File: src/rtl/alu_sequencer.sv
// alu_sequencer: four-phase sequencer (IDLE -> LOAD -> EXEC -> WB) that moves
// operands from a small register bank to an external combinational ALU,
// captures the result and writes it back.
// A host port can load the register bank at any time.
// Opcodes that are not recognised skip EXEC and finish with an error pulse.
`timescale 1ns/1ps
module alu_sequencer #(
  parameter int  ANCHO = 16,
  parameter int  NREG  = 8,
  localparam int AW    = (NREG > 1) ? $clog2(NREG) : 1
) (
  input  logic             clk_i,
  input  logic             rst_i,
  input  logic             op_valid_i,
  output logic             op_ready_o,
  input  logic [3:0]       op_code_i,
  input  logic [AW-1:0]    op_srca_i,
  input  logic [AW-1:0]    op_srcb_i,
  input  logic [AW-1:0]    op_dst_i,
  input  logic             op_flag_i,
  input  logic             wr_en_i,
  input  logic [AW-1:0]    wr_addr_i,
  input  logic [ANCHO-1:0] wr_data_i,
  output logic [ANCHO-1:0] alu_a_o,
  output logic [ANCHO-1:0] alu_b_o,
  output logic             alu_flag_o,
  output logic [3:0]       alu_ctrl_o,
  input  logic [ANCHO-1:0] alu_result_i,
  output logic             done_o,
  output logic             err_o,
  output logic [ANCHO-1:0] result_o
);

  localparam logic [3:0] OP_AND = 4'b1100;
  localparam logic [3:0] OP_OR  = 4'b1101;
  localparam logic [3:0] OP_ADD = 4'b1010;
  localparam logic [3:0] OP_SUB = 4'b1011;
  localparam logic [3:0] OP_SHL = 4'b1110;

  typedef enum logic [1:0] {IDLE, LOAD, EXEC, WB} state_t;

  state_t           state;
  logic [3:0]       code;
  logic [AW-1:0]    srca;
  logic [AW-1:0]    srcb;
  logic [AW-1:0]    dst;
  logic             flag;
  logic [ANCHO-1:0] regbank [NREG];
  // Operand registers double as the ALU operand outputs; they are non-zero
  // only while EXEC is active.
  logic [ANCHO-1:0] opnd_a;
  logic [ANCHO-1:0] opnd_b;
  logic [3:0]       ctrl;
  logic             flag_out;
  logic [ANCHO-1:0] res;
  logic [ANCHO-1:0] result;
  logic             done;
  logic             err;

  function automatic logic is_legal(input logic [3:0] c);
    return c inside {OP_AND, OP_OR, OP_ADD, OP_SUB, OP_SHL};
  endfunction

  function automatic logic uses_carry(input logic [3:0] c);
    return (c == OP_ADD) || (c == OP_SUB);
  endfunction

  assign op_ready_o = (state == IDLE);
  assign alu_a_o    = opnd_a;
  assign alu_b_o    = opnd_b;
  assign alu_ctrl_o = ctrl;
  assign alu_flag_o = flag_out;
  assign done_o     = done;
  assign err_o      = err;
  assign result_o   = result;

  // Sequencer FSM, register bank and registered ALU/status outputs.
  // The write-back is assigned after the host write so it wins on a same-address collision.
  always_ff @(posedge clk_i) begin
    if (rst_i) begin
      state    <= IDLE;
      code     <= '0;
      srca     <= '0;
      srcb     <= '0;
      dst      <= '0;
      flag     <= 1'b0;
      opnd_a   <= '0;
      opnd_b   <= '0;
      ctrl     <= '0;
      flag_out <= 1'b0;
      res      <= '0;
      result   <= '0;
      done     <= 1'b0;
      err      <= 1'b0;
      for (int i = 0; i < NREG; i++) regbank[i] <= '0;
    end else begin
      done <= 1'b0;
      err  <= 1'b0;
      if (wr_en_i) regbank[wr_addr_i] <= wr_data_i;
      case (state)
        IDLE: begin
          if (op_valid_i) begin
            code  <= op_code_i;
            srca  <= op_srca_i;
            srcb  <= op_srcb_i;
            dst   <= op_dst_i;
            flag  <= op_flag_i;
            state <= LOAD;
          end
        end
        LOAD: begin
          if (is_legal(code)) begin
            opnd_a   <= regbank[srca];
            opnd_b   <= regbank[srcb];
            ctrl     <= code;
            flag_out <= uses_carry(code) ? flag : 1'b0;
            state    <= EXEC;
          end else begin
            state <= WB;
          end
        end
        EXEC: begin
          res      <= alu_result_i;
          opnd_a   <= '0;
          opnd_b   <= '0;
          ctrl     <= '0;
          flag_out <= 1'b0;
          state    <= WB;
        end
        WB: begin
          if (is_legal(code)) begin
            regbank[dst] <= res;
            result       <= res;
          end
          done  <= 1'b1;
          err   <= ~is_legal(code);
          state <= IDLE;
        end
        default: state <= IDLE;
      endcase
    end
  end

endmodule
File: config.mk
export PLATFORM = sky130hd
export DESIGN_NAME = alu_sequencer
export DESIGN_NICKNAME = d
export VERILOG_FILES = /design/src/rtl/alu_sequencer.sv
export SDC_FILE = /design/constraint.sdc
export NUM_CORES = 1
export LEC_CHECK = 0
export CORE_MARGIN = 5
export CORE_UTILIZATION = 50
export DETAILED_ROUTE_END_ITERATION = 8
export MAX_ROUTING_LAYER = met4
export PLACE_DENSITY = 0.71
export SLEW_MARGIN = 20
export SYNTH_ARGS = -nofsm -noshare
export SYNTH_HDL_FRONTEND = slang
export SYNTH_SLANG_ARGS = --single-unit
File: constraint.sdc
create_clock -name clk_i -period 4.5 [get_ports clk_i]
set_clock_uncertainty 0.1 [all_clocks]
set_input_delay 0.9 -clock clk_i [delete_from_list [all_inputs] [get_ports clk_i]]
set_output_delay 0.9 -clock clk_i [all_outputs]
set_load 0.03 [all_outputs]
* After elaboration in Yosys (flattened, before gate mapping) *
Memory sizes are Yosys's and may differ from the RTL's. A register that Yosys moved wholly into a read port is not among the register bits.
Cells that the tools add are included.

storage, ports and cells
  register bits after elaboration = 87
  bits in writable memories = 128
  input bits = 53
  output and inout bits = 56
  word-level logic and storage cells = 69
  memories kept = 1

cells by class
  eq/ne operators = 10
  muxes and demuxes = 32
  bitwise logic cells = 2
  reductions and logical operators = 10

memories
  memory   words  width  rd ports  clocked after Yosys merged registers in  wr ports  line  source
  regbank  8      16     2         2                                        8         48    logic [ANCHO-1:0] regbank [NREG];

operators by type and width
  kind                                                                    count
  16-bit two-way mux                                                      4
  16-bit one-hot mux with 2 select lines                                  2
  16-bit OR reduction                                                     2
  4-bit equality test (second input constant)                             5
  3-bit two-way mux                                                       6
  1-bit two-way mux                                                       15
  2-bit one-hot mux with 4 select lines                                   1
  4-bit one-hot mux with 2 select lines                                   1
  2-bit AND reduction                                                     3
  5-bit nonzero test                                                      1
  2-bit equality test (second input constant)                             2
  4-bit two-way mux                                                       1
  2-bit != test (second input constant)                                   2
  2-bit by 1-bit equality test with 1-bit output (second input constant)  1
  2-bit zero test                                                         1
  2-bit two-way mux                                                       1
  1-bit inverter                                                          2
  1-bit one-hot mux with 2 select lines                                   1
  2-bit nonzero test                                                      1
  2-bit OR reduction                                                      1
  1-bit logical OR                                                        1

* Longest topological paths before layout *
Gate-level depths: netlist (run 1).

  depth in word-level cells = 8
  gate-level depth with buffers = 7

* Worst setup path before layout (run 1) *
No wires, ideal clock.

  kind = input to register
  from = input port rst_i
  to = memory regbank[2][0] (enable)
  setup time = 0.372 ns
  arrival time = 2.181 ns
  required time = 4.028 ns
  path slack = 1.847 ns
  cell stages on the path = 3
  cell sequence = or4b_4 nor4b_4 or3_1

RTL lines
  item             line  source
  start, declared  13    input logic rst_i,
  end, declared    48

==> run summary, run 1 <==
After detailed placement, the design holds a cell count of 1340. The logs give 0 for the number of design rule violations left after detail routing and 27700 um for the aggregate routed wire length. In the post-synthesis netlist, the biggest area contributors are sky130_fd_sc_hd__edfxtp_1, sky130_fd_sc_hd__dfxtp_1, sky130_fd_sc_hd__mux4_2.

The average instance in the mapped netlist occupies 10.7 sq um. The post-DP HPWL is 19500 um, and the vertical die dimension is 159 um. The worst path in the final design needs a cycle of 3040 ps, including I/O delays and setup. The core outline area was 21900 sq um. From left edge to right edge, the die measures 159 um.

The maximum operating frequency is 329 MHz, and the area added between synthesis and finish is 17.4%. The min-delay analysis places its worst path in the category flop to flop. The post-layout net count is 1144. TritonCTS built the clock tree. For the global-route total usage across every layer, the log shows 22.3%.

The final hold violation count came out at 0. The logs give 0 for the number of max-slew violations in the final report and 44900 um for the wire length of the first global-routing pass. Element type at the critical path end: a flop.

Counting cells, the worst reg-to-reg path comes to 5. The synthesized design devotes to its leading area cell type 34.4% of total area. The logs give 1 for the number of antenna violations at the first check in global routing and 26.2% for the portion of total power attributed to combinational logic. The later-pin clock latency in the skew report is 520 ps, and the number of global-route vias before repair is 7857.

Entering global routing, the biggest net connects 54 pins. The logs give 5 for the number of detailed-routing iterations run before antenna repair and 4490 uW for the design internal power. The starting density of the core was 51.0%. The count of boundary I/O pins came out at 109. Clock-pin slew was measured on the worst setup and hold paths at 60 ps. The cell count after synthesis was 1038; the reported net switching power was 2010 uW. Summed over all layers, the global routing overflow is 0. The leakage power summed over all cells was 0.00415 uW. The detail route stage leaves a number of antenna-violating nets equal to 0. The number of nets produced by synthesis is 1095. In the synthesized netlist, the cells that appear most often are sky130_fd_sc_hd__nand2_1, sky130_fd_sc_hd__edfxtp_1, sky130_fd_sc_hd__o21ai_0. For this run, the register share of the synthesized area comes to 51.1%.

After clock tree synthesis, the setup repair step added 0 buffers. The tree built by TritonCTS fans out to 221 sinks. Area of the die: 25400 sq um.

For the global placer's final weighted congestion, the log shows 0.812. Maximum root-to-sink buffer count: 3. The number of buffers added on ports is 108, and the power share of the sequential group is 42.7%. For this run, asynchronously set or reset flops after synthesis account for 0%. The logs give 3080 ps for the data arrival time of the critical path and 13100 sq um for the design area.

The run finished with clean final reports. In this run, post-CTS hold repair placed 0 buffers. Summing every instance area after synthesis gives 11200 sq um. Gates resized during post-CTS repair numbered 0. For the worst setup path, the data required time is 4540 ps.

Synthesis inferred 221 register bits. Setup violations remaining at the end of the flow were counted as 0. Yosys mapped a number of flops with a built-in enable equal to 128.

Setup slack on the worst flop-to-flop path: 1510 ps. The overall power consumption is 6500 uW. For this run, the leading register cell type out of synthesis is sky130_fd_sc_hd__edfxtp_1.

Setup repair after global routing left no endpoint under its margin. The final clock period utilization by the worst path came out at 67.6%. The logs give 8060 for the overall via count from detail_route and 25 for the total clock buffers created by CTS. Switching share of power: 30.9%.

The share of final-layout standard cells stronger than drive strength 1 is 16.3%. The worst supply voltage drop on vdd is 0.000242 V, and the violation count after the first detailed-routing iteration is 1100. The tools report the count of yosys warnings during synthesis as 0. The worst hold path depth is 2. The start-to-end type of the worst setup path was input port to flop. The post-detailed-route wirelength per cell is 20.0 um. The number of library cell types mapped by synthesis is 47.

For the part of the total power dissipated in the clock network, the log shows 31.1%. The most common cell in the netlist is sky130_fd_sc_hd__nand2_1. Once placement finished, the instance area stood at 12300 sq um.

The worst slew margin relative to its limit was 39.8%; the non-filler instance count after layout was 1386. The root buffer cell was sky130_fd_sc_hd__clkbuf_16. STA classifies the critical path startpoint as an input port.

In this run the core area contains 54 standard-cell rows. At the pin with the least slew margin, the transition time is 902 ps. In the routed layout, each cell is associated on average with a via count of 5.82. The core occupancy in the finished layout is 59.8%, and the power per cell area is 496 nW/um^2.

The maximum level of the CTS H-tree was 1. The final total negative setup slack is 0 ps. The largest total area in the synthesized netlist belongs to sky130_fd_sc_hd__edfxtp_1. The tool flagged a number of max-cap violations equal to 0.

Of all nets on the critical path, the largest fanout is 17.
## flip-flops by register name, summed over array words and instances, names as in the netlist, 2 cells and up, named ones only
name / count
alu_a_o: 16
alu_b_o: 16
alu_ctrl_o: 4
code: 4
dst: 3
regbank: 128
res: 16
result_o: 16
srca: 3
srcb: 3
state: 2
## stage by stage
stage	hold WS [ps]	worst slack (ps)
after CTS	352	1480
final	353	1460
after floorplan	332	1850
after detailed placement	344	972
after global placement	341	1060
after global routing	367	1320
## cell families (layout without fill, tap and decap cells)
| group | count (synthesis) | count (layout) | synth area share, % |
|---|---|---|---|
| adders and majority gates | 4 | 4 | 0.449 |
| and+or+nand+nor | 388 | 388 | 15.5 |
| muxes | 114 | 114 | 17.8 |
| buffers and inverters | 109 | 176 | 4.63 |
| DFF | 221 | 221 | 51.1 |
| other | 0 | 1 | 0 |
| AOI/OAI and AO/OA | 202 | 202 | 10.5 |
## power groups by stage
| stage | combinational (uW) | sequential (uW) | clock [uW] |
|---|---|---|---|
| 6_report | 1710 | 2770 | 2020 |
| 3_5_place_dp | 1700 | 2810 | 0 |
| 3_3_place_gp | 1690 | 2790 | 0 |
| 2_1_floorplan | 1070 | 2850 | 0 |
| 4_1_cts | 1710 | 2770 | 2050 |
| 5_1_grt | 1810 | 2820 | 2150 |
## critical path, cell delays in order
cell and delay, ps:
sky130_fd_sc_hd__clkdlybuf4s50_1 480, sky130_fd_sc_hd__or3b_4 420, sky130_fd_sc_hd__nor2_2 550, sky130_fd_sc_hd__or3_1 720
## placed cells by master, fill, tap and decap left out, types with 5 or more instances in the layout
master,n
sky130_fd_sc_hd__o21ai_1,31
sky130_fd_sc_hd__a21oi_1,34
sky130_fd_sc_hd__clkdlybuf4s50_1,107
sky130_fd_sc_hd__clkbuf_8,9
sky130_fd_sc_hd__edfxtp_1,128
sky130_fd_sc_hd__nand2b_1,5
sky130_fd_sc_hd__mux2i_1,18
sky130_fd_sc_hd__nor2_1,24
sky130_fd_sc_hd__dfxtp_1,89
sky130_fd_sc_hd__buf_4,20
sky130_fd_sc_hd__mux4_2,64
sky130_fd_sc_hd__o21ai_0,98
sky130_fd_sc_hd__a22o_1,32
sky130_fd_sc_hd__nand2_1,318
sky130_fd_sc_hd__mux2_2,32
sky130_fd_sc_hd__or3_1,8
sky130_fd_sc_hd__clkbuf_16,27
## path summary, 6_finish.rpt
path / to / start
setup / recovery: regbank[2][10] / wr_en_i
setup reg to reg: regbank[2][10] / state[1]
hold / removal: flop / srcb[1]
hold reg to reg: flop / srcb[1]
## per-layer routing
layer | global-route usage [%] | share of wire [%] | routed length, um | vias to the layer above
li1 | - | - | - | 3805
met1 | 34.1 | 46 | 12800 | 3835
met3 | 2.74 | 8.5 | 2360 | 29
met2 | 32.4 | 44 | 12100 | 391
met5 | - | 0 | 0 | -
met4 | 4.30 | 1.6 | 431 | 0
## layout make-up
class / instances / area (sq um)
Clock inverter: 6 / 27.5
Inverter: 3 / 11.3
Timing Repair Buffer: 128 / 1230
Multi-Input combinational cell: 708 / 4960
Fill cell: 1762 / 8800
Sequential cell: 221 / 5710
Antenna cell: 1 / 2.50
Clock buffer: 39 / 811
Tap cell: 280 / 350
Power figures use the tool's default switching activity.
==> run 2: changes to the inputs <==
==> constraint.sdc (replaced) <==
create_clock -name clk_i -period 2.83 [get_ports clk_i]
set_clock_uncertainty 0.1 [all_clocks]
set_input_delay 0.566 -clock clk_i [delete_from_list [all_inputs] [get_ports clk_i]]
set_output_delay 0.566 -clock clk_i [all_outputs]
set_load 0.03 [all_outputs]
==> run 2 against run 1 <==
Net effect:
- critical path depth fell by 1
- die area did not move
- via count rose by 1.6%
- flip-flop and latch count did not move
- cell count rose by 0.87%
- largest power group unchanged
==> run summary, run 2 (synthesis gave the netlist of run 1 again) <==
The top fanout value on the critical path is 6, and the starting density of the core is 51.0%. The number of detailed-routing iterations run before antenna repair is 5, and the slew at the pin closest to its max-slew limit is 632 ps. Dividing total power by cell area gives a power density of 779 nW/um^2. Number of buffers added on ports: 108.

From bottom edge to top edge, the die measures 159 um. The number of max-slew violations in the final report came out at 0. Row generation in the floorplan step produced 54 rows.

The first global-routing pass estimated 44300 um of wire. Timing would allow up to 383 MHz. The worst setup path is captured at a primary output. Across the VDD grid, the largest voltage drop is 0.000519 V. The total overflow left after global routing is 0. Global routing used 22.2% of the available tracks across all layers.

Dividing the detail-routed wire length by the instance count gives 20.0 um. The floorplan step set the die width to 159 um. In the final layout, the multi-input gates occupy 4960 sq um.

The repair_antennas step left the layout with diodes totalling 0. The run gives 0 as the number of gates given a new drive strength after cts. By startpoint and endpoint, the worst setup path is classified as flop to primary output. The tools report the number of design rule violations left after detail routing as 0. Maximum root-to-sink buffer count: 3.

The run gives 2160 ps as the required time of the critical path. After layout, the minimum clock period comes to 2610 ps. The worst setup path is launched from a flop. The later-pin clock latency in the skew report was 520 ps.

The number of antenna violations at the first check in global routing is 0. TritonCTS built the clock tree. Cells with a size suffix above 1 make up 16.7% of the layout. The post-DP HPWL came out at 18800 um.

The final hold violation count is 0, and the leakage power summed over all cells is 0.00419 uW. The core outline area is 21900 sq um, and the global placer's final weighted congestion is 0.851. Clock-pin slew was measured on the worst setup and hold paths at 60 ps. In this run the count of I/O pins placed on the die edge is 109. regbank holds more flip-flops than any other register. Data arrival time of the critical path: 1950 ps. The largest net degree at the start of global routing was 61.

The logs give 0 for the setup violation total in the final timing report and 25400 sq um for the area of the die. The logs give 24 for the total clock buffers created by CTS and 7775 for the number of global-route vias before repair. Buffers added to address setup during post-CTS repair amount to 0. The library cell used most frequently in the layout, excluding fill and tap cells, is sky130_fd_sc_hd__nand2_1. The run gives 10300 uW as the overall power consumption. The register with the most flip-flops in the layout has 128 of them.

Summed over all failing endpoints, the final setup total negative slack is 0 ps. The area occupied by registers was 5710 sq um; the via count normalized by instance count was 5.86. The area added between synthesis and finish came out at 18.0%. In this run, the number of DRC markers left after iteration 0 of detailed routing was 799. The worst pin sits at a relative slew slack of 57.7%. The flow ran to the end, and the final reports show no timing, DRC or antenna violations.

After filler insertion, the fill cell instance count of the layout stands at 1803. The worst path uses 92.3% of the clock period. The maximum level of the CTS H-tree was 1; the sink count of the clock tree was 221. The run gives 1157 as the post-layout net count. In this run the worst hold path is classified as flop to flop. For the final worst slack, the log shows 217 ps. The number of violations of the max-capacitance limit was 0. In the layout the commonest cells are sky130_fd_sc_hd__nand2_1, sky130_fd_sc_hd__edfxtp_1, sky130_fd_sc_hd__clkdlybuf4s50_1, sky130_fd_sc_hd__o21ai_0, sky130_fd_sc_hd__dfxtp_1.

Setup repair after global routing left no endpoint under its margin. Hold repair after CTS inserted 0 buffers. For the aggregate routed wire length, the log shows 28000 um. The tree is rooted in a sky130_fd_sc_hd__clkbuf_16. The overall via count from detail_route was 8186. Prior to clock tree synthesis, the placed netlist has a worst setup slack of 410 ps. Once detail routing completed, the nets flagged for antenna violations numbered 0.
## run 2: cell types whose count changed in the layout (fill, tap and decap cells not counted)
cell | before | now
sky130_fd_sc_hd__buf_12 | 0 | 2
sky130_fd_sc_hd__buf_4 | 20 | 32
sky130_fd_sc_hd__bufinv_16 | 0 | 1
sky130_fd_sc_hd__clkbuf_1 | 3 | 7
sky130_fd_sc_hd__clkbuf_8 | 9 | 1
sky130_fd_sc_hd__clkinv_2 | 4 | 6
sky130_fd_sc_hd__dfxtp_1 | 89 | 91
sky130_fd_sc_hd__dfxtp_2 | 4 | 2
sky130_fd_sc_hd__diode_2 | 1 | 0
## run 2: report_power, final
group / internal, uW / leakage (uW) / switching [uW]
combinational: 1360 / 0.00182 / 1550
sequential: 3860 / 0.00198 / 399
clock: 1840 / 0.000389 / 1250
## run 2: worst max-delay path: stages, from the launching register on
cell and delay, ps:
sky130_fd_sc_hd__dfxtp_1 320, sky130_fd_sc_hd__inv_1 120, sky130_fd_sc_hd__ha_1 280, sky130_fd_sc_hd__clkdlybuf4s50_1 710
## run 2: layer usage
layer / wire length (um) / vias to the layer above / part of all wire (%) / track usage [%]
li1: - / 3824 / - / -
met1: 12200 / 3916 / 44 / 32.6
met2: 12400 / 397 / 44 / 32.7
met3: 2750 / 49 / 9.8 / 3.73
met4: 585 / 0 / 2.1 / 5.00
met5: 0 / - / 0 / -
## run 2: final cells by class
| class | count | share of cell area (%) |
|---|---|---|
| Multi-Input combinational cell | 708 | 37.6 |
| Clock buffer | 35 | 5.44 |
| Inverter | 3 | 0.0855 |
| Tap cell | 280 | 2.66 |
| Timing Repair Buffer | 142 | 10.3 |
| Sequential cell | 221 | 43.4 |
| Clock inverter | 9 | 0.513 |
## run 2: per-stage QoR
stage	hold slack [ps]	cells	util, %	area, sq um
CTS	353	1398	60.1	13200
floorplan	332	1038	-	11200
global route	379	1398	60.1	13200
finish	346	1398	60.1	13200
detailed placement	348	1354	56.6	12400
global placement	344	1354	56.6	12400
## run 2: worst paths after layout
kind / cells after the start / to / slack (ps) / startpoint
max: 3 / op_ready_o / 220 / state[0]
min: 2 / flop / 350 / srcb[1]
max reg2reg: 5 / regbank[2][5] / 390 / state[1]
min reg2reg: 2 / flop / 350 / srcb[1]
==> run 3: changes to the inputs <==
--- a/config.mk
+++ b/config.mk
@@ -5,11 +5,13 @@
 export SDC_FILE = /design/constraint.sdc
 export NUM_CORES = 1
 export LEC_CHECK = 0
+export ABC_CLOCK_PERIOD_IN_PS = 2830
+export CAP_MARGIN = 20
 export CORE_MARGIN = 5
-export CORE_UTILIZATION = 50
+export CORE_UTILIZATION = 55
 export DETAILED_ROUTE_END_ITERATION = 8
 export MAX_ROUTING_LAYER = met4
-export PLACE_DENSITY = 0.71
+export PLACE_DENSITY = 0.77
 export SLEW_MARGIN = 20
 export SYNTH_ARGS = -nofsm -noshare
 export SYNTH_HDL_FRONTEND = slang
==> run 3 against run 2 <==
Net effect:
- first-iteration DRC count rose by 0.25%
- utilization rose by 5.3 points
- critical path type unchanged
- count of clock-buffer cells in the layout grew 1
- sequential power hardly changed
- maximum frequency rose by 0.32%
- sequential share of layout area stayed put
- clock power hardly changed
- combinational power fell by 2%
- cell count is 0.64% lower
- non-clock buffer count down 1
==> run summary, run 3 (synthesis gave the netlist of run 1 again) <==
The maximum level of the CTS H-tree was 1; the number of setup buffers added after CTS was 0. For this design, the CTS-stage hold fixing added 0 buffers. The final worst slack is 226 ps.

After clock tree synthesis, the clock-pin slew on the worst setup and hold paths is 60 ps. The number of buffer and inverter stages on the critical path works out to 2. In the routed layout, each cell is associated on average with a via count of 5.88. Counting along the longest clock path gives a buffer depth of 3.

Before antenna repair, the detailed router went through 6 iterations. The worst slack after detailed placement is 422 ps, and the aggregate routed wire length is 27600 um. For the leakage power summed over all cells, the log shows 0.00419 uW.

TritonCTS built the clock tree. The element type at the critical path end was a primary output. For the number of max-slew violations in the final report, the log shows 0.

The run gives 384 MHz as the maximum operating frequency. The tools report the final hold violation count as 0. The core region is 20100 sq um. The logs give 0 for the number of design rule violations left after detail routing and 3140 uW for the reported net switching power. For this run, the slowest stage of the critical path takes 710 ps. Detailed placement finished with a half-perimeter wire length of 18700 um. The flow ran to the end, and the final reports show no timing, DRC or antenna violations.

The share of final-layout standard cells stronger than drive strength 1 is 16.7%, and the post-layout net count is 1156. The later pin in the worst-skew pair is clocked with a latency of 510 ps. Once the clock tree was built, the resizer swapped 0 gates to a different size.

The count of boundary I/O pins was 109; the area of the die was 23200 sq um. Among all stages on the critical path, the largest delay is contributed by sky130_fd_sc_hd__clkdlybuf4s50_1. In this run, the number of DRC markers left after iteration 0 of detailed routing was 801. The tree built by TritonCTS fans out to 221 sinks. Internal power comes to 7060 uW. The setup path with the least slack is of type flop to primary output. Counting I/O delays and the setup requirement, the final critical path takes 2600 ps. The tools report the starting density of the core as 55.5%.

Traced cell by cell, the critical path runs through inv_1 -> ha_1 -> clkdlybuf4s50_1. The number of core rows was 52; the top fanout value on the critical path was 6. The register with the most flip-flops in the layout has 128 of them. Relative to the synthesized area, the layout overhead comes to 18.0%.

Counting flops per register, the top entry is regbank. Root buffer cell: sky130_fd_sc_hd__clkbuf_16. After global routing the overflow that remains totals 0. Buffers inserted during clock tree synthesis total 24. The congestion estimate from routability-driven global placement came to 0.842. Dividing the detail-routed wire length by the instance count gives 19.9 um. The final clock period utilization by the worst path was 92.0%. At the worst endpoint, the arrival time is 1940 ps.

In this run the horizontal extent of the chip is 152 um. The largest net degree at the start of global routing was 65. Setup repair after global routing left no endpoint under its margin. Leaving out fill and tap cells, the most frequent cells in the layout are sky130_fd_sc_hd__nand2_1, sky130_fd_sc_hd__edfxtp_1, sky130_fd_sc_hd__clkdlybuf4s50_1, sky130_fd_sc_hd__o21ai_0, sky130_fd_sc_hd__dfxtp_1. For this design the ratio of total power to cell area is 775 nW/um^2. Of the total power, the share spent switching nets is 30.8%. After routing, the total negative slack on setup checks comes to 0 ps.

The power share of the sequential group was 42.0%; the number of buffers added on ports was 108. Hold is met by 359 ps. The first global-routing pass estimated 43000 um of wire. The tools report the number of global-route vias before repair as 7887. Grouping stages by cell kind, the critical path spends the most delay in buffers and inverters. The run gives 23.6% as the global-route total usage across every layer. The portion of total power attributed to combinational logic is 28.0%, and the number of violations of the max-capacitance limit is 0. The part of the total power dissipated in the clock network is 30.0%. Number of antenna violations at the first check in global routing: 2.

The worst supply voltage drop on vdd is 0.000426 V. Measured against its own limit, the worst slew margin works out to 38.2%. The type of element launching the critical path is a flop.

The count of nets left with antenna violations once routing finished came out at 0. The vertical die dimension was 152 um; the overall via count from detail_route was 8167. The path class of the tightest hold or removal check is flop to flop. STA puts the critical path data required time at 2160 ps. Setup violations remaining at the end of the flow were counted as 0. For the pin with the worst max-slew slack, the measured transition is 926 ps. The library cell used most frequently in the layout, excluding fill and tap cells, is sky130_fd_sc_hd__nand2_1.
run 3: changes by cell type in the layout (fill, tap and decap cells not counted):
cell,before,now
sky130_fd_sc_hd__clkbuf_16,27,26
sky130_fd_sc_hd__clkinv_4,0,1
sky130_fd_sc_hd__buf_4,32,30
sky130_fd_sc_hd__clkinv_2,6,5
sky130_fd_sc_hd__buf_12,2,3
sky130_fd_sc_hd__diode_2,0,2
sky130_fd_sc_hd__clkbuf_8,1,3
sky130_fd_sc_hd__clkinv_1,2,1
run 3: power by group through the flow:
stage / registers (uW) / logic [uW] / clock network [uW]
6_report: 4280 / 2860 / 3060
3_5_place_dp: 4340 / 2860 / 0
4_1_cts: 4270 / 2870 / 3110
5_1_grt: 4330 / 3030 / 3240
3_3_place_gp: 4320 / 2830 / 0
2_1_floorplan: 4530 / 1690 / 0
run 3: tightest hold or removal path, delay by kind of cell (launching register included):
family / cells / cell delay, ps
compound gates: 1 / 50
simple gates: 1 / 50
flops: 1 / 310
run 3: area by class of cell:
class | instances | area (sq um)
well taps | 270 | 338
multi-input cells | 708 | 4960
repair buffers | 141 | 1360
inverters | 3 | 11.3
clock inverters | 8 | 67.6
diodes | 2 | 5.00
flip-flops and latches | 221 | 5710
clock buffers | 36 | 718
fillers | 1507 | 6940
run 3: routing by layer:
| metal | GRT usage, % | part of all wire [%] |
|---|---|---|
| met3 | 4.32 | 12 |
| met5 | - | 0 |
| met1 | 32.8 | 41 |
| met2 | 36.0 | 45 |
| met4 | 7.25 | 3.3 |
run 3: through the flow:
step	instance area, sq um	utilization [%]	cells	power (uW)
6_report	13200	65.5	1389	10200
5_1_grt	13200	65.5	1389	10600
4_1_cts	13200	65.5	1387	10300
3_5_place_dp	12400	61.6	1343	7200
3_3_place_gp	12400	61.6	1343	7140
2_1_floorplan	11200	-	1038	6230
run 3: path summary, 6_finish.rpt:
check	slack, ps	cells past startpoint	end	startpoint
setup / recovery	230	3	op_ready_o	state[0]
hold / removal	360	2	result_o[2]	result_o[2]
setup reg to reg	460	5	regbank[2][9]	state[1]
hold reg to reg	360	2	result_o[2]	result_o[2]
